--- config.mk ---
export PLATFORM = sky130hd
export DESIGN_NAME = alu_reservation_station
export DESIGN_NICKNAME = d
export VERILOG_FILES = /design/src/rtl/tomasulo_pkg.sv /design/src/rtl/rs_pick_lowest.sv /design/src/rtl/alu_reservation_station.sv
export SDC_FILE = /design/constraint.sdc
export NUM_CORES = 1
export LEC_CHECK = 0
export BUFFER_PORTS_ARGS = -buffer_cell sky130_fd_sc_hd__buf_2
export CAP_MARGIN = 20
export CELL_PAD_IN_SITES_DETAIL_PLACEMENT = 1
export CELL_PAD_IN_SITES_GLOBAL_PLACEMENT = 1
export CORE_MARGIN = 4
export CORE_UTILIZATION = 36
export DETAILED_ROUTE_END_ITERATION = 16
export PLACE_DENSITY = 0.68
export SETUP_SLACK_MARGIN = 0.02
export SYNTH_ARGS = -nofsm -noshare
export SYNTH_HDL_FRONTEND = slang
export SYNTH_HIERARCHICAL = 1
export SYNTH_SLANG_ARGS = --single-unit
--- constraint.sdc ---
create_clock -name clk -period 8.1 [get_ports clk]
set_input_delay 0.405 -clock clk [delete_from_list [all_inputs] [get_ports clk]]
set_output_delay 0.405 -clock clk [all_outputs]
set_load 0.02 [all_outputs]
--- src/rtl/tomasulo_pkg.sv ---
// Shared types for the Tomasulo ALU issue path: ALU opcodes, dispatch FSM
// states and the reservation-station entry layout at the default widths.
package tomasulo_pkg;

  localparam int DEF_DATA_W = 64;
  localparam int DEF_TAG_W  = 3;
  localparam int HW_W       = 6;

  typedef enum logic [4:0] {
    PLUS_OP  = 5'd0,
    MINUS_OP = 5'd1,
    AND_OP   = 5'd2,
    OR_OP    = 5'd3,
    XOR_OP   = 5'd4,
    SLL_OP   = 5'd5,
    SRL_OP   = 5'd6,
    SRA_OP   = 5'd7,
    SLT_OP   = 5'd8,
    SLTU_OP  = 5'd9
  } alu_op_t;

  typedef enum logic [1:0] {
    DS_IDLE  = 2'd0,
    DS_ISSUE = 2'd1,
    DS_WAIT  = 2'd2
  } ds_state_t;

  typedef struct packed {
    logic                  valid;
    alu_op_t               op;
    logic [DEF_TAG_W-1:0]  tag;
    logic [HW_W-1:0]       hw;
    logic                  a_rdy;
    logic [DEF_DATA_W-1:0] a_val;
    logic [DEF_TAG_W-1:0]  a_tag;
    logic                  b_rdy;
    logic [DEF_DATA_W-1:0] b_val;
    logic [DEF_TAG_W-1:0]  b_tag;
  } rs_entry_t;

  function automatic logic tag_hit(input logic                 bus_vld,
                                   input logic [DEF_TAG_W-1:0] bus_tag,
                                   input logic [DEF_TAG_W-1:0] want_tag);
    return bus_vld && (bus_tag == want_tag);
  endfunction

endpackage

--- src/rtl/rs_pick_lowest.sv ---
// Lowest-index priority encoder: index of the lowest set request bit plus
// an any-request flag.
module rs_pick_lowest #(
  parameter int N = 4,
  localparam int IW = (N > 1) ? $clog2(N) : 1
) (
  input  logic [N-1:0]  req_i,
  output logic [IW-1:0] idx_o,
  output logic          any_o
);

  always_comb begin
    idx_o = '0;
    any_o = 1'b0;
    for (int i = N - 1; i >= 0; i--) begin
      if (req_i[i]) begin
        idx_o = IW'(i);
        any_o = 1'b1;
      end
    end
  end

endmodule

--- src/rtl/alu_reservation_station.sv ---
// ALU reservation station: buffers renamed ops, wakes operands from the CDB
// and hands one ready op at a time to the execute unit via start/done.
module alu_reservation_station
  import tomasulo_pkg::*;
#(
  parameter int ENTRIES = 4,
  parameter int TAG_W   = DEF_TAG_W,
  parameter int DATA_W  = DEF_DATA_W,
  localparam int OCC_W  = $clog2(ENTRIES + 1),
  localparam int IDX_W  = $clog2(ENTRIES)
) (
  input  logic              clk,
  input  logic              rst,
  input  logic              in_valid,
  output logic              in_ready,
  input  alu_op_t           in_op,
  input  logic [TAG_W-1:0]  in_tag,
  input  logic              in_a_rdy,
  input  logic              in_b_rdy,
  input  logic [DATA_W-1:0] in_a_val,
  input  logic [DATA_W-1:0] in_b_val,
  input  logic [TAG_W-1:0]  in_a_tag,
  input  logic [TAG_W-1:0]  in_b_tag,
  input  logic [HW_W-1:0]   in_hw,
  input  logic              cdb_valid,
  input  logic [TAG_W-1:0]  cdb_tag,
  input  logic [DATA_W-1:0] cdb_val,
  output logic              ex_start,
  output alu_op_t           ex_op,
  output logic [DATA_W-1:0] ex_vala,
  output logic [DATA_W-1:0] ex_valb,
  output logic [HW_W-1:0]   ex_valhw,
  output logic [TAG_W-1:0]  ex_tag,
  input  logic              ex_done,
  output logic [OCC_W-1:0]  occupancy
);

  localparam logic [OCC_W-1:0] FULL_CNT = OCC_W'(ENTRIES);

  rs_entry_t         ent_q [ENTRIES];
  rs_entry_t         ent_d [ENTRIES];
  rs_entry_t         new_ent;
  logic [ENTRIES-1:0] free_vec, rdy_vec;
  logic [IDX_W-1:0]  free_idx, sel_idx;
  logic              free_any, sel_any;
  logic              ins, disp;
  ds_state_t         ds_q, ds_d;
  logic [OCC_W-1:0]  occ_q, occ_d;

  alu_op_t           ex_op_q;
  logic [DATA_W-1:0] ex_vala_q, ex_valb_q;
  logic [HW_W-1:0]   ex_valhw_q;
  logic [TAG_W-1:0]  ex_tag_q;

  always_comb begin
    free_vec = '0;
    rdy_vec  = '0;
    for (int i = 0; i < ENTRIES; i++) begin
      free_vec[i] = ~ent_q[i].valid;
      rdy_vec[i]  = ent_q[i].valid & ent_q[i].a_rdy & ent_q[i].b_rdy;
    end
  end

  rs_pick_lowest #(.N(ENTRIES)) u_pick_free (
    .req_i (free_vec),
    .idx_o (free_idx),
    .any_o (free_any)
  );

  rs_pick_lowest #(.N(ENTRIES)) u_pick_rdy (
    .req_i (rdy_vec),
    .idx_o (sel_idx),
    .any_o (sel_any)
  );

  assign in_ready  = (occ_q < FULL_CNT);
  assign ins       = in_valid & in_ready & free_any;
  assign disp      = (ds_q == DS_IDLE) & sel_any;
  assign occupancy = occ_q;

  // Incoming op, with same-cycle CDB bypass for operands still in flight
  always_comb begin
    new_ent       = '0;
    new_ent.valid = 1'b1;
    new_ent.op    = in_op;
    new_ent.tag   = in_tag;
    new_ent.hw    = in_hw;
    new_ent.a_rdy = in_a_rdy;
    new_ent.a_val = in_a_val;
    new_ent.a_tag = in_a_tag;
    new_ent.b_rdy = in_b_rdy;
    new_ent.b_val = in_b_val;
    new_ent.b_tag = in_b_tag;
    if (!in_a_rdy && tag_hit(cdb_valid, cdb_tag, in_a_tag)) begin
      new_ent.a_rdy = 1'b1;
      new_ent.a_val = cdb_val;
    end
    if (!in_b_rdy && tag_hit(cdb_valid, cdb_tag, in_b_tag)) begin
      new_ent.b_rdy = 1'b1;
      new_ent.b_val = cdb_val;
    end
  end

  // Free selection uses registered valid bits, so an insert can never land
  // in the slot that dispatch is releasing this cycle.
  always_comb begin
    for (int i = 0; i < ENTRIES; i++) begin
      ent_d[i] = ent_q[i];
      if (ent_q[i].valid) begin
        if (!ent_q[i].a_rdy && tag_hit(cdb_valid, cdb_tag, ent_q[i].a_tag)) begin
          ent_d[i].a_rdy = 1'b1;
          ent_d[i].a_val = cdb_val;
        end
        if (!ent_q[i].b_rdy && tag_hit(cdb_valid, cdb_tag, ent_q[i].b_tag)) begin
          ent_d[i].b_rdy = 1'b1;
          ent_d[i].b_val = cdb_val;
        end
      end
      if (disp && (sel_idx == IDX_W'(i))) ent_d[i].valid = 1'b0;
      if (ins && (free_idx == IDX_W'(i))) ent_d[i] = new_ent;
    end
  end

  always_comb begin
    ds_d = ds_q;
    case (ds_q)
      DS_IDLE:  if (sel_any) ds_d = DS_ISSUE;
      DS_ISSUE: ds_d = DS_WAIT;
      DS_WAIT:  if (ex_done) ds_d = DS_IDLE;
      default:  ds_d = DS_IDLE;
    endcase
  end

  always_comb begin
    occ_d = occ_q + OCC_W'(ins) - OCC_W'(disp);
  end

  always_ff @(posedge clk) begin
    if (rst) begin
      ds_q       <= DS_IDLE;
      occ_q      <= '0;
      ex_op_q    <= PLUS_OP;
      ex_vala_q  <= '0;
      ex_valb_q  <= '0;
      ex_valhw_q <= '0;
      ex_tag_q   <= '0;
      for (int i = 0; i < ENTRIES; i++) ent_q[i].valid <= 1'b0;
    end else begin
      ds_q  <= ds_d;
      occ_q <= occ_d;
      if (disp) begin
        ex_op_q    <= ent_q[sel_idx].op;
        ex_vala_q  <= ent_q[sel_idx].a_val;
        ex_valb_q  <= ent_q[sel_idx].b_val;
        ex_valhw_q <= ent_q[sel_idx].hw;
        ex_tag_q   <= ent_q[sel_idx].tag;
      end
      for (int i = 0; i < ENTRIES; i++) ent_q[i] <= ent_d[i];
    end
  end

  assign ex_start = (ds_q == DS_ISSUE);
  assign ex_op    = ex_op_q;
  assign ex_vala  = ex_vala_q;
  assign ex_valb  = ex_valb_q;
  assign ex_valhw = ex_valhw_q;
  assign ex_tag   = ex_tag_q;

endmodule

==> results.sh <==
export IMPL_status="finished clean"
export IMPL_rsz0062_at_grt="no"
export IMPL_cts_tree="yes"
export IMPL_ir_drop_v=0.0001377
export IMPL_finalCritPeriodShare_pct=67.40
export IMPL_cts_buffers=84
export IMPL_clockBufferDepth=3
export IMPL_worst_r2r_setup_slack_ns=2.64
export IMPL_ff_latch_area_sq_um=21040
export IMPL_yosysWarnings=6
export IMPL_place_worst_setup_slack_ns=2.787
export IMPL_ys_ff_latch=751
export IMPL_rows=116
export IMPL_n_fill_cell=10240
export IMPL_grt_util_all_layers_pct=26.34
export IMPL_place_inst=4153
export IMPL_dieArea_sq_um=106400
export IMPL_worst_hold_slack_ns=0.06774
export IMPL_drt_pass1_iterations=5
export IMPL_cp_startpoint="ent_q[2][150]"
export IMPL_power_density_nw_per_um2=243.1
export IMPL_yosysTopAreaCell="edfxtp_1"
export IMPL_cts_clk_slew_worst_paths_ns=0.06
export IMPL_drt_iter0_drc=3829
export IMPL_grt_max_degree=173
export IMPL_syn_nets=2917
export IMPL_worstHoldStart="in_b_tag[1]"
export IMPL_grt_pass1_wl_um=208600
export IMPL_p_leak_nw=14.57
export IMPL_drc=0
export IMPL_slew_headroom_pct=17.16
export IMPL_final_cell_mix="600 x edfxtp_1, 428 x o311ai_1, 365 x buf_2"
export IMPL_finClkSkew_ns=0.03781
export IMPL_port_buffer_count=368
export IMPL_post_drt_wl_per_cell_um=33.44
export IMPL_cp_start_kind="flip-flop"
export IMPL_areaGrowthSynthToFinish_pct=16.00
export IMPL_finish_utilization_pct=42.15
export IMPL_start_util_pct=36.33
export IMPL_die_h_um=326.2
export IMPL_seq_area_frac_synth_pct=57.74
export IMPL_grt_pass1_vias=30270
export IMPL_cap_violations=0
export IMPL_fp_dieW_um=326.2
export IMPL_fin_cells=4343
export IMPL_slowest_delay_ns=0.97
export IMPL_synth_async_reset_ratio_pct=0
export IMPL_holdCritPathClass="in -> reg"
export IMPL_clk_latency_ns=0.66
export IMPL_antenna_found_initial=29
export IMPL_netlist_instances=2692
export IMPL_slowest_stage="buf_4"
export IMPL_hpwl_um=83020
export IMPL_critPathKind="reg -> reg"
export IMPL_layout_commonest_cell="edfxtp_1"
export IMPL_timing_fmax_mhz=183.2
export IMPL_ys_types=44
export IMPL_cp_data_arrival_time_ns=5.71
export IMPL_cp_end_kind="flip-flop"
export IMPL_viasPerCell=6.690
export IMPL_synth_main_ff_cell="edfxtp_1"
export IMPL_fin_crit_ns=5.459
export IMPL_reg2reg_from="ent_q[2][150]"
export IMPL_setup_ws_ns=2.641
export IMPL_num_vias=29060
export IMPL_multiInputGateArea_sq_um=13540
export IMPL_finalSetupTns_ns=0
export IMPL_ios=369
export IMPL_synth_top_area_share_pct=49.45
export IMPL_routed_wirelength_um=145200
export IMPL_core_sq_um=100300
export IMPL_cts_resized=0
export IMPL_drive_gt1_share_pct=25.13
export IMPL_setup_violations=0
export IMPL_gp_congestion=0.8529
export IMPL_finalNetCount=3126
export IMPL_htree_levels=3
export IMPL_netlist_area_sq_um=36440
export IMPL_root_buffer="clkbuf_16"
export IMPL_clkSinkCount=751
export IMPL_synth_edf_count=600
export IMPL_synth_area_top_cells="edfxtp_1 49%, o311ai_1 10%, mux4_2 8.8%, dfxtp_1 8.3%, o21ai_0 3.5%"
export IMPL_path_cells="inv_1, nand2b_1, a21oi_4, buf_4, buf_4, and2_1, nand2_4, o32ai_4, buf_4"
export IMPL_avgSynthCellArea_sq_um=13.54
export IMPL_crit_top_cell="buf_4"
export IMPL_final_antenna_net_count=0
export IMPL_cp_max_fo=68
export IMPL_cp_data_required_time_ns=8.35
export IMPL_tightest_slew_ns=1.243
export IMPL_hold_viol_final=0
export IMPL_slew_violations=0
export IMPL_grt_overflow_total=0
-- report_power, final --
group / switching, W / internal, W / total (W) / leakage (nW)
Sequential: 0.0000930 / 0.00445 / 0.00455 / 6.68
Clock: 0.00164 / 0.00231 / 0.00396 / 1.39
Combinational: 0.00124 / 0.000528 / 0.00177 / 6.49
Total: 0.00298 / 0.00730 / 0.0103 / 14.6
-- routing by layer --
layer	up-vias	GRT usage, %	wire [um]
met5	-	0	23
met3	455	5.878	15210
met2	2016	43.11	69750
met1	14760	33.05	54040
li1	11820	-	-
met4	4	12.95	6210
-- cell type report --
cell class | count | share of cell area [%]
repair buffers | 440 | 6.139
flip-flops and latches | 751 | 49.78
clock buffers | 114 | 5.601
inverters | 140 | 1.252
multi-input cells | 1484 | 32.03
clock inverters | 40 | 1.080
well taps | 1357 | 4.017
diodes | 17 | 0.1006
-- logic make-up after synthesis --
logic type / after synthesis / share of synthesized area (%)
AND/OR/NAND/NOR: 376 / 7.118
flip-flops: 751 / 57.74
adder cells (fa/ha/maj): 3 / 0.1236
buffers and inverters: 457 / 5.851
AO/OA/AOI/OAI: 931 / 19.62
multiplexers: 142 / 8.777
XOR/XNOR: 32 / 0.7692
-- critical path, delay by kind of cell (launching register included) --
| kind | cells | cell delay [ns] |
|---|---|---|
| AOI/OAI and AO/OA | 2 | 0.88 |
| buffers and inverters | 4 | 2.50 |
| DFF | 1 | 0.37 |
| and+or+nand+nor | 3 | 1.17 |
-- registers in the layout (all words and copies together) (netlist names) --
register	cells
ds_q	2
ent_q	604
ex_valhw	6
ex_op	5
ex_tag	3
occupancy	3
ex_valb	64
ex_vala	64
-- cell usage after synthesis (30+ instances only) --
cell type / count
a22o_1: 142
and3b_1: 136
buf_2: 68
buf_6: 41
clkbuf_1: 187
dfxtp_1: 151
edfxtp_1: 600
inv_1: 136
mux4_2: 142
nand3_1: 53
nand4_1: 136
o211ai_1: 49
o21ai_0: 258
o311ai_1: 428
xnor2_1: 30
-- stage by stage --
stage          cell area (sq um)  total power [W]
2_1_floorplan              36440         0.005615
3_3_place_gp               39100         0.006298
3_5_place_dp               39120         0.006349
4_1_cts                    42090          0.01029
5_1_grt                    42250          0.01058
6_report                   42270          0.01027
-- repair_timing --
action,in CTS,in global routing
hold endpoints to repair,56,0
setup buffers,0,0
hold buffers,14,0
-- path summary, 6_finish.rpt --
| check | endpoint | depth (start not counted) |
|---|---|---|
| max reg2reg | ent_q[3][43] | 9 |
| min reg2reg | ex_vala[61] | 1 |
| max | ent_q[3][43] | 9 |
| min | ent_q[2][1] | 1 |
(Power assumes the default switching activity.)
